## src/rtl/spi_slave_if.sv

```systemverilog
// Bus bundle between the SPI responder and its surroundings: the serial pins plus
// the parallel reply/receive side.
`timescale 1ns/1ps
interface spi_slave_if #(
   parameter int DATA_BIT_WIDTH = 16
);
   logic                      SCK;
   logic                      SEL;
   logic                      MOSI;
   logic                      MISO;
   logic                      MISO_OE;
   logic [DATA_BIT_WIDTH-1:0] TX_DATA;
   logic                      TX_LOAD;
   logic                      TX_READY;
   logic [DATA_BIT_WIDTH-1:0] RX_DATA;
   logic                      RX_VALID;
   logic                      FRAME_ERR;
   logic                      BUSY;

   modport master (
      output SCK, SEL, MOSI, TX_DATA, TX_LOAD,
      input  MISO, MISO_OE, TX_READY, RX_DATA, RX_VALID, FRAME_ERR, BUSY
   );

   modport slave (
      input  SCK, SEL, MOSI, TX_DATA, TX_LOAD,
      output MISO, MISO_OE, TX_READY, RX_DATA, RX_VALID, FRAME_ERR, BUSY
   );
endinterface

```

## src/rtl/spi_slave.sv

```systemverilog
// SPI responder: oversamples SCK/SEL/MOSI in the clk domain, receives one LSB-first
// word per SEL assertion and shifts a preloaded reply word out MSB-first.
`timescale 1ns/1ps
module spi_slave #(
   parameter int DATA_BIT_WIDTH = 16,
   parameter int SYNC_STAGES    = 2
) (
   input  logic      clk,
   input  logic      rst_n,
   spi_slave_if.slave bus
);
   localparam int W  = DATA_BIT_WIDTH;
   localparam int CW = $clog2(W + 1);
   localparam logic [CW-1:0] FULL = CW'(W);
   localparam logic [CW-1:0] LAST = CW'(W - 1);

   typedef enum logic [1:0] {IDLE, SHIFT, DONE} state_t;

   logic [SYNC_STAGES-1:0] sck_sync, sel_sync, mosi_sync;
   logic                   sck_d, sel_d;
   logic                   sck_s, sel_s, mosi_s;
   logic                   sck_rise, sck_fall, sel_rise, sel_fall;

   state_t          state_q, state_d;
   logic [W-1:0]    tx_shift_q, tx_shift_d;
   logic [W-1:0]    rx_shift_q, rx_shift_d;
   logic [CW-1:0]   bitcnt_q, bitcnt_d;
   logic            ovf_q, ovf_d;
   logic [W-1:0]    hold_q, hold_d;
   logic            tx_ready_q, tx_ready_d;
   logic [W-1:0]    rx_data_q, rx_data_d;
   logic            rx_valid_q, rx_valid_d;
   logic            frame_err_q, frame_err_d;
   logic            busy_q, busy_d;
   logic            miso_q, miso_d;
   logic            miso_oe_q, miso_oe_d;

   // Synchronizer chains plus one extra flop on SCK/SEL for edge detection
   always_ff @(posedge clk or negedge rst_n) begin
      if (!rst_n) begin
         sck_sync  <= '0;
         sel_sync  <= '0;
         mosi_sync <= '0;
         sck_d     <= 1'b0;
         sel_d     <= 1'b0;
      end else begin
         sck_sync  <= {sck_sync[SYNC_STAGES-2:0], bus.SCK};
         sel_sync  <= {sel_sync[SYNC_STAGES-2:0], bus.SEL};
         mosi_sync <= {mosi_sync[SYNC_STAGES-2:0], bus.MOSI};
         sck_d     <= sck_s;
         sel_d     <= sel_s;
      end
   end

   assign sck_s    = sck_sync[SYNC_STAGES-1];
   assign sel_s    = sel_sync[SYNC_STAGES-1];
   assign mosi_s   = mosi_sync[SYNC_STAGES-1];
   assign sck_rise = sck_s & ~sck_d;
   assign sck_fall = ~sck_s & sck_d;
   assign sel_rise = sel_s & ~sel_d;
   assign sel_fall = ~sel_s & sel_d;

   always_ff @(posedge clk or negedge rst_n) begin
      if (!rst_n) begin
         state_q     <= IDLE;
         tx_shift_q  <= '0;
         rx_shift_q  <= '0;
         bitcnt_q    <= '0;
         ovf_q       <= 1'b0;
         hold_q      <= '0;
         tx_ready_q  <= 1'b1;
         rx_data_q   <= '0;
         rx_valid_q  <= 1'b0;
         frame_err_q <= 1'b0;
         busy_q      <= 1'b0;
         miso_q      <= 1'b0;
         miso_oe_q   <= 1'b0;
      end else begin
         state_q     <= state_d;
         tx_shift_q  <= tx_shift_d;
         rx_shift_q  <= rx_shift_d;
         bitcnt_q    <= bitcnt_d;
         ovf_q       <= ovf_d;
         hold_q      <= hold_d;
         tx_ready_q  <= tx_ready_d;
         rx_data_q   <= rx_data_d;
         rx_valid_q  <= rx_valid_d;
         frame_err_q <= frame_err_d;
         busy_q      <= busy_d;
         miso_q      <= miso_d;
         miso_oe_q   <= miso_oe_d;
      end
   end

   always_comb begin
      state_d     = state_q;
      tx_shift_d  = tx_shift_q;
      rx_shift_d  = rx_shift_q;
      bitcnt_d    = bitcnt_q;
      ovf_d       = ovf_q;
      hold_d      = hold_q;
      tx_ready_d  = tx_ready_q;
      rx_data_d   = rx_data_q;
      rx_valid_d  = 1'b0;
      frame_err_d = 1'b0;
      busy_d      = busy_q;
      miso_d      = miso_q;
      miso_oe_d   = miso_oe_q;

      unique case (state_q)
         IDLE: begin
            if (sel_rise) begin
               state_d    = SHIFT;
               tx_shift_d = hold_q;
               bitcnt_d   = '0;
               rx_shift_d = '0;
               ovf_d      = 1'b0;
               busy_d     = 1'b1;
               miso_oe_d  = 1'b1;
               miso_d     = hold_q[W-1];
               tx_ready_d = 1'b1;
            end
         end
         SHIFT: begin
            // A rise coinciding with SEL falling still captures its bit
            if (sck_rise) begin
               if (bitcnt_q < FULL) begin
                  rx_shift_d = {mosi_s, rx_shift_q[W-1:1]};
                  bitcnt_d   = bitcnt_q + CW'(1);
                  if (bitcnt_q == LAST) begin
                     rx_data_d  = {mosi_s, rx_shift_q[W-1:1]};
                     rx_valid_d = 1'b1;
                  end
               end else begin
                  ovf_d = 1'b1;
               end
            end
            if (sck_fall) begin
               if (bitcnt_q < FULL) begin
                  tx_shift_d = tx_shift_q << 1;
                  miso_d     = tx_shift_q[W-2];
               end else begin
                  miso_d = 1'b0;
               end
            end
            if (sel_fall) state_d = DONE;
         end
         DONE: begin
            frame_err_d = (bitcnt_q < FULL) || ovf_q;
            busy_d      = 1'b0;
            miso_oe_d   = 1'b0;
            miso_d      = 1'b0;
            state_d     = IDLE;
         end
         default: state_d = IDLE;
      endcase

      // A load on the frame-start cycle wins over the ready flag set above
      if (bus.TX_LOAD) begin
         hold_d     = bus.TX_DATA;
         tx_ready_d = 1'b0;
      end
   end

   assign bus.MISO      = miso_q;
   assign bus.MISO_OE   = miso_oe_q;
   assign bus.TX_READY  = tx_ready_q;
   assign bus.RX_DATA   = rx_data_q;
   assign bus.RX_VALID  = rx_valid_q;
   assign bus.FRAME_ERR = frame_err_q;
   assign bus.BUSY      = busy_q;
endmodule

```

## src/flat_wrapper.sv

```systemverilog
// flat-port wrapper written by rule: the top's interface ports become plain ports
module spi_slave_flat 
#(
   parameter int DATA_BIT_WIDTH = 16,
   parameter int SYNC_STAGES    = 2
)
  (clk, rst_n, bus_SCK, bus_SEL, bus_MOSI, bus_TX_DATA, bus_TX_LOAD, bus_MISO, bus_MISO_OE, bus_TX_READY, bus_RX_DATA, bus_RX_VALID, bus_FRAME_ERR, bus_BUSY);
  spi_slave_if #(.DATA_BIT_WIDTH(DATA_BIT_WIDTH)) bus_i ();
  input  logic clk;
  input  logic rst_n;
  input wire logic [$bits(bus_i.SCK)-1:0] bus_SCK;
  input wire logic [$bits(bus_i.SEL)-1:0] bus_SEL;
  input wire logic [$bits(bus_i.MOSI)-1:0] bus_MOSI;
  input wire logic [$bits(bus_i.TX_DATA)-1:0] bus_TX_DATA;
  input wire logic [$bits(bus_i.TX_LOAD)-1:0] bus_TX_LOAD;
  output wire logic [$bits(bus_i.MISO)-1:0] bus_MISO;
  output wire logic [$bits(bus_i.MISO_OE)-1:0] bus_MISO_OE;
  output wire logic [$bits(bus_i.TX_READY)-1:0] bus_TX_READY;
  output wire logic [$bits(bus_i.RX_DATA)-1:0] bus_RX_DATA;
  output wire logic [$bits(bus_i.RX_VALID)-1:0] bus_RX_VALID;
  output wire logic [$bits(bus_i.FRAME_ERR)-1:0] bus_FRAME_ERR;
  output wire logic [$bits(bus_i.BUSY)-1:0] bus_BUSY;
  assign bus_i.SCK = bus_SCK;
  assign bus_i.SEL = bus_SEL;
  assign bus_i.MOSI = bus_MOSI;
  assign bus_i.TX_DATA = bus_TX_DATA;
  assign bus_i.TX_LOAD = bus_TX_LOAD;
  assign bus_MISO = bus_i.MISO;
  assign bus_MISO_OE = bus_i.MISO_OE;
  assign bus_TX_READY = bus_i.TX_READY;
  assign bus_RX_DATA = bus_i.RX_DATA;
  assign bus_RX_VALID = bus_i.RX_VALID;
  assign bus_FRAME_ERR = bus_i.FRAME_ERR;
  assign bus_BUSY = bus_i.BUSY;
  spi_slave #(.DATA_BIT_WIDTH(DATA_BIT_WIDTH), .SYNC_STAGES(SYNC_STAGES)) u_core (.clk(clk), .rst_n(rst_n), .bus(bus_i));
endmodule
```

## config.mk

```make
export PLATFORM = sky130hd
export DESIGN_NAME = spi_slave_flat
export DESIGN_NICKNAME = d
export VERILOG_FILES = /design/src/rtl/spi_slave_if.sv /design/src/rtl/spi_slave.sv /design/src/flat_wrapper.sv
export SDC_FILE = /design/constraint.sdc
export NUM_CORES = 1
export LEC_CHECK = 0
export CORE_UTILIZATION = 55
export CTS_CLUSTER_SIZE = 40
export DETAILED_ROUTE_END_ITERATION = 6
export GPL_ROUTABILITY_DRIVEN = 0
export PLACE_DENSITY = 0.79
export SLEW_MARGIN = 20
export SYNTH_ARGS = -nofsm -noshare
export SYNTH_HDL_FRONTEND = slang
export SYNTH_SLANG_ARGS = --single-unit
```

## constraint.sdc

```tcl
create_clock -name clk -period 2 [get_ports clk]
set_input_delay 0.2 -clock clk [delete_from_list [all_inputs] [get_ports clk]]
set_output_delay 0.2 -clock clk [all_outputs]
set_load 0.02 [all_outputs]
```

==> out/results.ini, run 1 <==
[cells_and_area]
drive_gt1_share_pct=23.1
n_antenna_cell=0
multi_input_area_um2=1420
final_cells=436
finalNetCount=384
seqCellArea_um2=2080
fillers=481
syn_to_final_growth_pct=21.1

[sta]
holdWs_ns=0.279
tns_ns=0
relSlewSlack_pct=66.5
fin_skew_ns=0.00774
finalCritPeriodShare_pct=93.2
slew_violations=0
fin_crit_ns=1.86
worst_pin_slew_ns=0.502
fmax_mhz=536
rsz0062_at_grt=false
setup_viol=0
setup_slack_ns=0.136
finalHoldViolCount=0

[pwr]
p_clk_share_pct=24.1
p_comb_share_pct=33.2
p_sw_w=0.00171
swShare_pct=33.8
cellLeakagePower_nw=1.91
p_per_area_nw_per_um2=1150
p_seq_share_pct=42.7
ir_drop_mv=0.656
p_int_w=0.00335

[global_routing]
grt_max_degree=40
grt_pass1_wl_um=11100
grt_use_total_pct=20.2
grt-ovfl-total=0
antenna_found_initial=0
grt_pass1_vias=2461

[yosys]
ys_types=37
seq_area_frac_synth_pct=57.2
synth_edf_count=0
async_reset_ff_share_pct=100
avgSynthCellArea_um2=12.0
synth_ff_type=dfrtp_1
netlist_area_um2=3630
syn_nets=333
yosys_warnings=0
synthCells=303
ys_ff_latch=83

[worst_setup_path]
crit_arrival_ns=2.12
critPathRequiredTime_ns=2.26
cp_max_fo=11
critPathKind=flip-flop to flip-flop
critPathLaunchType=flip-flop
slowest_stage=or4_1
crit_chain=inv_1, ha_1, nand3b_1, a22o_2, or4_1, o211ai_1
crit_path_end_kind=flip-flop
cpPeakStageDelay_ns=0.51

[die]
die_area_um2=6930
ios=44
core_um2=6350
die_w_um=83.3
start_util_pct=57.2
rows=29
die_h_um=83.3

[cts]
clock_latency_ns=0.35
h-tree-depth=3
clk_pin_slew_ns=0.08
root_buffer=clkbuf_8
clock_sinks=83
cts_tree=built
clk_path_buf_depth=2
cts_inserted_buffers=9

[place]
dp_slack_ns=0.104
dp.cells=418
port_buffers=43
dpl.hpwl_um=4300

[min_path]
hp-class=input pin to flip-flop

[outcome]
status=complete, no violations

[routing]
drt-pass1-iter-count=4
post_drt_wl_per_cell_um=14.3
wirelength_um=6230
drtIter0Drc=154
viasPerCell=5.42
ant_nets=0
drc_errors=0
vias=2361

[run]
drv_cap=0

==> worst paths after layout <==
check                                         startpoint                        endpoint  slack [ns]  cells after the start
setup / recovery           u_core.state_q[1]$_DFFE_PN0P_  u_core.bitcnt_q[2]$_DFFE_PN0P_        0.14                      6
hold / removal                                   bus_SEL    u_core.sel_sync[0]$_DFF_PN0_        0.28                      1
setup reg to reg           u_core.state_q[1]$_DFFE_PN0P_  u_core.bitcnt_q[2]$_DFFE_PN0P_        0.14                      6
hold reg to reg            u_core.mosi_sync[0]$_DFF_PN0_   u_core.mosi_sync[1]$_DFF_PN0_        0.35                      0
max in group asynchronous                          rst_n    u_core.hold_q[3]$_DFFE_PN0P_        1.00                      3
min in group asynchronous                          rst_n    u_core.sck_sync[0]$_DFF_PN0_        0.35                      2
==> power by group through the flow <==
stage                     Combinational (W)  Clock [W]  Sequential [W]
after floorplan                     0.00126          0         0.00218
after global placement              0.00158          0         0.00218
after detailed placement            0.00167          0         0.00219
after CTS                           0.00167    0.00125         0.00216
after global routing                0.00187    0.00131         0.00220
final                               0.00168    0.00122         0.00216
==> what timing repair did <==
item	CTS	global route
hold endpoints to repair	36	0
resized for setup	0	2
setup buffers	0	1
hold buffers	1	0
setup endpoints to repair	0	18
==> synth_stat cells, types with 2 or more instances <==
cell type  number  area (µm²)
a21oi_2        14         123
mux2i_1        14         140
clkbuf_1        4        15.0
buf_4           2        15.0
nand3b_1        3        22.5
buf_6           3        33.8
buf_2           9        45.0
o21ai_0        11        55.1
or4_1           2        15.0
ha_1            8         100
o211ai_1       14         105
dfrtp_1        82        2050
a22o_1          2        17.5
nand3_1         4        20.0
mux2_2         33         372
nand2b_1        7        43.8
nor2_1         16        60.1
inv_1           6        22.5
nand2_1        51         191
==> routing by layer <==
metal / vias up / track usage, % / wire length, µm
met5: - / 0 / 0
met3: 11 / 3.38 / 154
li1: 1149 / - / -
met1: 1162 / 25.7 / 2860
met4: 0 / 11.3 / 140
met2: 39 / 32.9 / 3070
==> through the flow <==
stage	total power, W	utilization, %	instance area [µm²]
5_1_grt	0.00538	69.2	4400
4_1_cts	0.00508	69.0	4380
3_3_place_gp	0.00376	65.7	4170
2_1_floorplan	0.00343	-	3630
6_report	0.00506	69.2	4400
3_5_place_dp	0.00386	65.7	4170
==> kinds of logic after synthesis <==
kind of cell / count (synthesis) / synth area share [%]
simple gates: 92 / 12.0
flops: 83 / 57.2
compound gates: 49 / 10.3
mux: 47 / 14.1
buf+inv: 24 / 3.62
fa+ha+maj: 8 / 2.76
==> cells in the final DEF (no fill, tap or decap), types with 2 or more instances in the layout <==
master / netlist / layout
a21oi_2: 14 / 14
buf_12: 0 / 2
buf_4: 2 / 12
clkbuf_8: 0 / 11
clkdlybuf4s50_1: 0 / 42
clkinv_2: 0 / 2
dfrtp_1: 82 / 82
ha_1: 8 / 8
inv_1: 6 / 6
mux2_2: 33 / 33
mux2i_1: 14 / 14
nand2_1: 51 / 51
nand2b_1: 7 / 7
nand3_1: 4 / 4
nand3b_1: 3 / 3
nor2_1: 16 / 16
o211ai_1: 14 / 14
o21ai_0: 11 / 11
or4_1: 2 / 2
==> worst max-delay path, delay by kind of cell (launching register included) <==
kind	cells	cell delay (ns)
compound gates	2	0.41
fa+ha+maj	1	0.24
buf+inv	1	0.14
flops	1	0.39
simple gates	2	0.60
==> state kept, by name, summed over array words and instances (netlist names), 2 cells and up <==
| name | count |
|---|---|
| u_core.bitcnt_q | 5 |
| u_core.bus.RX_DATA | 16 |
| u_core.hold_q | 16 |
| u_core.mosi_sync | 2 |
| u_core.rx_shift_q | 15 |
| u_core.sck_sync | 2 |
| u_core.sel_sync | 2 |
| u_core.state_q | 2 |
| u_core.tx_shift_q | 15 |
==> area by class of cell <==
type                            instances  share of cell area, %
Sequential cell                        83                   47.3
Inverter                                6                  0.512
Timing Repair Buffer                   58                   13.0
Clock buffer                           12                   3.53
Clock inverter                          4                   1.11
Tap cell                               77                   2.19
Multi-Input combinational cell        196                   32.4
Note: power is estimated with default switching activity, not from simulation.
==> inputs of run 2 (changes only) <==
--- a/config.mk
+++ b/config.mk
@@ -10,6 +10,7 @@
 export DETAILED_ROUTE_END_ITERATION = 6
 export GPL_ROUTABILITY_DRIVEN = 0
 export PLACE_DENSITY = 0.79
+export SKIP_LAST_GASP = 1
 export SLEW_MARGIN = 20
 export SYNTH_ARGS = -nofsm -noshare
 export SYNTH_HDL_FRONTEND = slang
==> run 2 against run 1 <==
Compared with the run above: final cell count did not move; highest routed layer unchanged; largest cell class unchanged; combinational power barely moved; total power fell by 0.20%.
==> out/results.ini, run 2 (same netlist as run 1, synthesis figures left out) <==
[global_routing]
antenna_found_initial=0
grt_pass1_wl_um=11100
grt_max_degree=40
grt-ovfl-total=0
grt_use_total_pct=20.2
grt_pass1_vias=2461

[cells_and_area]
n_antenna_cell=0
final_cells=436
fin_util_pct=69.2
layout_common_cells=82 x dfrtp_1, 51 x nand2_1, 42 x clkdlybuf4s50_1
fillers=483
layout.cells.most_common=dfrtp_1
drive_gt1_share_pct=23.1
fin_area_um2=4390
finalNetCount=384
syn_to_final_growth_pct=21.0

[worst_setup_path]
critPathLaunchType=flip-flop
critPathKind=flip-flop to flip-flop
cp_max_fo=30
crit_arrival_ns=2.14
critPathRequiredTime_ns=2.27
crit_path_end_kind=flip-flop

[cts]
clk_pin_slew_ns=0.08
h-tree-depth=3
clock_latency_ns=0.35
root_buffer=clkbuf_8
clk_path_buf_depth=2
clock_sinks=83
cts_inserted_buffers=9
cts_tree=built

[die]
die_w_um=83.3
core_um2=6350
rows=29
die_area_um2=6930
die_h_um=83.3
start_util_pct=57.2
ios=44

[min_path]
hp-class=input pin to flip-flop

[routing]
post_drt_wl_per_cell_um=14.3
drc_errors=0
ant_nets=0
drtIter0Drc=153
drt-pass1-iter-count=4
vias=2362
wirelength_um=6220
viasPerCell=5.42

[place]
port_buffers=43
dpl.hpwl_um=4300
place_area_um2=4170
dp.cells=418

[sta]
fin_crit_ns=1.87
relSlewSlack_pct=66.5
fin_skew_ns=0.00773
finalHoldViolCount=0
fmax_mhz=535
finalCritPeriodShare_pct=93.5
slew_violations=0
rsz0062_at_grt=true
setup_viol=0
worst_pin_slew_ns=0.502

[pwr]
ir_drop_mv=0.646
p_per_area_nw_per_um2=1150
cellLeakagePower_nw=1.91

[run]
drv_cap=0

[outcome]
status=complete, no violations

-- run 2: cell counts in the layout (fill, tap and decap cells not counted) --
Identical to the previous run, type by type.
-- run 2: what timing repair did --
action / in CTS / in global routing
gates resized for setup: 0 / 1
endpoints found under the setup margin: 0 / 18
hold buffers: 1 / 0
hold endpoints to repair: 36 / 0
buffers inserted: 0 / 1
-- run 2: cell type report --
| type | count | area, µm² | area share (%) |
|---|---|---|---|
| clock buffer | 12 | 155 | 3.53 |
| clock inverter | 4 | 48.8 | 1.11 |
| inverter | 6 | 22.5 | 0.513 |
| multi-input combinational | 196 | 1420 | 32.4 |
| sequential | 83 | 2080 | 47.3 |
| tap | 77 | 96.3 | 2.19 |
| timing repair buffer | 58 | 568 | 12.9 |
-- run 2: metal layers --
metal	track usage (%)	vias up	wire length, µm	part of all wire [%]
li1	-	1150	-	-
met1	25.7	1162	2850	46
met2	32.9	39	3070	49
met3	3.38	11	154	2.5
met4	11.3	0	140	2.3
met5	0	-	0	0
-- run 2: path summary, 6_finish.rpt --
| kind | startpoint | to | slack [ns] | depth (start not counted) |
|---|---|---|---|---|
| worst min register to register | u_core.mosi_sync[0]$_DFF_PN0_ | u_core.mosi_sync[1]$_DFF_PN0_ | 0.35 | 0 |
| worst max register to register | u_core.state_q[1]$_DFFE_PN0P_ | u_core.tx_shift_q[0]$_DFFE_PN0P_ | 0.13 | 8 |
| worst max-delay path | u_core.state_q[1]$_DFFE_PN0P_ | u_core.tx_shift_q[0]$_DFFE_PN0P_ | 0.13 | 8 |
| worst min-delay path | bus_SEL | u_core.sel_sync[0]$_DFF_PN0_ | 0.28 | 1 |
| max in group asynchronous | rst_n | u_core.hold_q[3]$_DFFE_PN0P_ | 1.00 | 3 |
| min in group asynchronous | rst_n | u_core.sck_sync[0]$_DFF_PN0_ | 0.35 | 2 |
-- run 2: critical path, cell delays in order, from the launching register on --
cell      delay, ns
dfrtp_1        0.39
inv_1          0.14
ha_1           0.23
buf_4          0.32
nand2b_1       0.15
a22oi_4        0.16
buf_12         0.21
nand3b_1       0.10
o21ai_0        0.08
-- run 2: stage by stage --
step / TNS [ns] / power (W) / setup slack (ns) / hold WS (ns)
after global placement: 0 / 0.00376 / 0.233 / 0.202
final: 0 / 0.00505 / 0.129 / 0.279
after CTS: 0 / 0.00508 / 0.0810 / 0.271
after floorplan: 0 / 0.00343 / 0.165 / -0.0956
after detailed placement: 0 / 0.00386 / 0.104 / 0.203
after global routing: -0.0299 / 0.00537 / -0.0125 / 0.269
-- run 2: power breakdown --
part,leakage (nW),internal (W),switching [W]
Combinational,0.762,0.000725,0.000945
Sequential,1.05,0.00197,0.000188
Clock,0.106,0.000644,0.000573
Total,1.91,0.00334,0.00171
==> inputs of run 3 (changes only) <==
--- a/config.mk
+++ b/config.mk
@@ -8,8 +8,9 @@
 export CORE_UTILIZATION = 55
 export CTS_CLUSTER_SIZE = 40
 export DETAILED_ROUTE_END_ITERATION = 6
+export DONT_BUFFER_PORTS = 1
 export GPL_ROUTABILITY_DRIVEN = 0
-export PLACE_DENSITY = 0.79
+export PLACE_DENSITY = 0.7
 export SKIP_LAST_GASP = 1
 export SLEW_MARGIN = 20
 export SYNTH_ARGS = -nofsm -noshare
==> run 3 against run 2 <==
Compared with the run above: the run now ends with negative hold slack left; clock skew is 0.0055 ns higher; flip-flop and latch count unchanged; global-route usage is 0.40 points higher; die area did not move; final cell count down 6.4%; first-iteration DRC count increased by 6.5%; sequential share of layout area rose by 2.6 points; non-clock buffer count is 28 lower; worst setup slack gained 0.0083 ns; clock power is 9% higher; design area down 5.2%.
==> out/results.ini, run 3 (same netlist as run 1, synthesis figures left out) <==
[worst_setup_path]
critPathLaunchType=flip-flop
cp_max_fo=36
crit_arrival_ns=2.14
crit_path_end_kind=flip-flop
critPathKind=flip-flop to flip-flop
critPathRequiredTime_ns=2.28
r2r_cells=7

[sta]
slew_violations=0
rsz0062_at_grt=false
finalHoldViolCount=83
tns_ns=0
fin_crit_ns=1.86
finalCritPeriodShare_pct=93.1
worst_pin_slew_ns=0.518
setup_viol=0
fin_skew_ns=0.0132
relSlewSlack_pct=65.3
fmax_mhz=537
holdWs_ns=-0.463

[die]
rows=29
ios=44
die_area_um2=6930
start_util_pct=57.2
core_um2=6350
die_w_um=83.3
die_h_um=83.3

[global_routing]
grt_max_degree=84
grt-ovfl-total=0
grt_pass1_vias=2307
grt_pass1_wl_um=11100
antenna_found_initial=0
grt_use_total_pct=20.6

[routing]
viasPerCell=5.60
drt-pass1-iter-count=5
drtIter0Drc=163
post_drt_wl_per_cell_um=15.8
ant_nets=0
vias=2286
drc_errors=0
wirelength_um=6460

[cts]
clk_pin_slew_ns=0.09
root_buffer=clkbuf_8
h-tree-depth=3
cts_inserted_buffers=9
clock_latency_ns=0.35
cts_tree=built
clk_path_buf_depth=2
post_cts.repair.setup_buffers=0
clock_sinks=83

[min_path]
hp-class=input pin to async pin

[cells_and_area]
fin_util_pct=65.6
syn_to_final_growth_pct=14.6
layout.cells.most_common=dfrtp_1
finalNetCount=356
n_antenna_cell=0
drive_gt1_share_pct=23.3
layout_common_cells=82 x dfrtp_1, 51 x nand2_1, 33 x mux2_2

[place]
port_buffers=0
dpl.hpwl_um=3980

[run]
drv_cap=0

[pwr]
p_per_area_nw_per_um2=1210
cellLeakagePower_nw=1.82
ir_drop_mv=0.823
p_total_w=0.00504

[outcome]
violations=negative hold slack
status=complete, but fails checks

-- run 3: worst paths after layout --
check	slack [ns]	endpoint	start
worst max-delay path	0.14	u_core.bitcnt_q[0]$_DFFE_PN0P_	u_core.state_q[1]$_DFFE_PN0P_
worst min-delay path	-0.46	u_core.bus.FRAME_ERR$_DFF_PN0_	rst_n
worst max register to register	0.14	u_core.bitcnt_q[0]$_DFFE_PN0P_	u_core.state_q[1]$_DFFE_PN0P_
worst min register to register	0.35	u_core.sel_sync[1]$_DFF_PN0_	u_core.sel_sync[0]$_DFF_PN0_
max in group asynchronous	2.24	u_core.bus.TX_READY$_DFFE_PN1P_	rst_n
min in group clk	0.03	u_core.hold_q[3]$_DFFE_PN0P_	bus_TX_LOAD
-- run 3: worst max-delay path: stages, from the launching register on --
cell and delay (ns):
dfrtp_1 0.39, inv_1 0.11, ha_1 0.23, nand2b_1 0.14, a22o_1 0.28, buf_12 0.19, or3b_1 0.36, nand3_1 0.09
-- run 3: through the flow --
step	setup slack, ns	std cells	instance area [µm²]	hold slack [ns]
2_1_floorplan	0.165	303	3630	-0.0956
3_3_place_gp	0.248	370	3720	-0.0936
3_5_place_dp	0.163	370	3720	-0.0931
4_1_cts	0.134	404	4120	-0.476
5_1_grt	0.00654	408	4160	-0.496
6_report	0.137	408	4160	-0.463
-- run 3: area by class of cell --
class,count,area (µm²)
clock buffers,9,124
clock inverters,7,100
fillers,488,2190
inverters,6,22.5
multi-input cells,196,1420
flip-flops and latches,83,2080
well taps,77,96.3
repair buffers,30,318
-- run 3: metal layers --
layer / global-route usage [%] / part of all wire (%)
met3: 5.57 / 3.0
met2: 33.8 / 51
met4: 6.74 / 1.5
met1: 26.6 / 44
met5: 0 / 0
-- run 3: power breakdown --
group          internal, W  leakage [nW]  switching, W
Clock             0.000711         0.107      0.000617
Combinational     0.000658         0.665      0.000838
Sequential         0.00197          1.05      0.000242
Total              0.00334          1.82       0.00170
-- run 3: timing repair --
item / CTS / global route
hold buffers: 18 / 4
setup endpoints to repair: 0 / 1
gates resized for setup: 0 / 1
endpoints found under the hold margin: 101 / 94
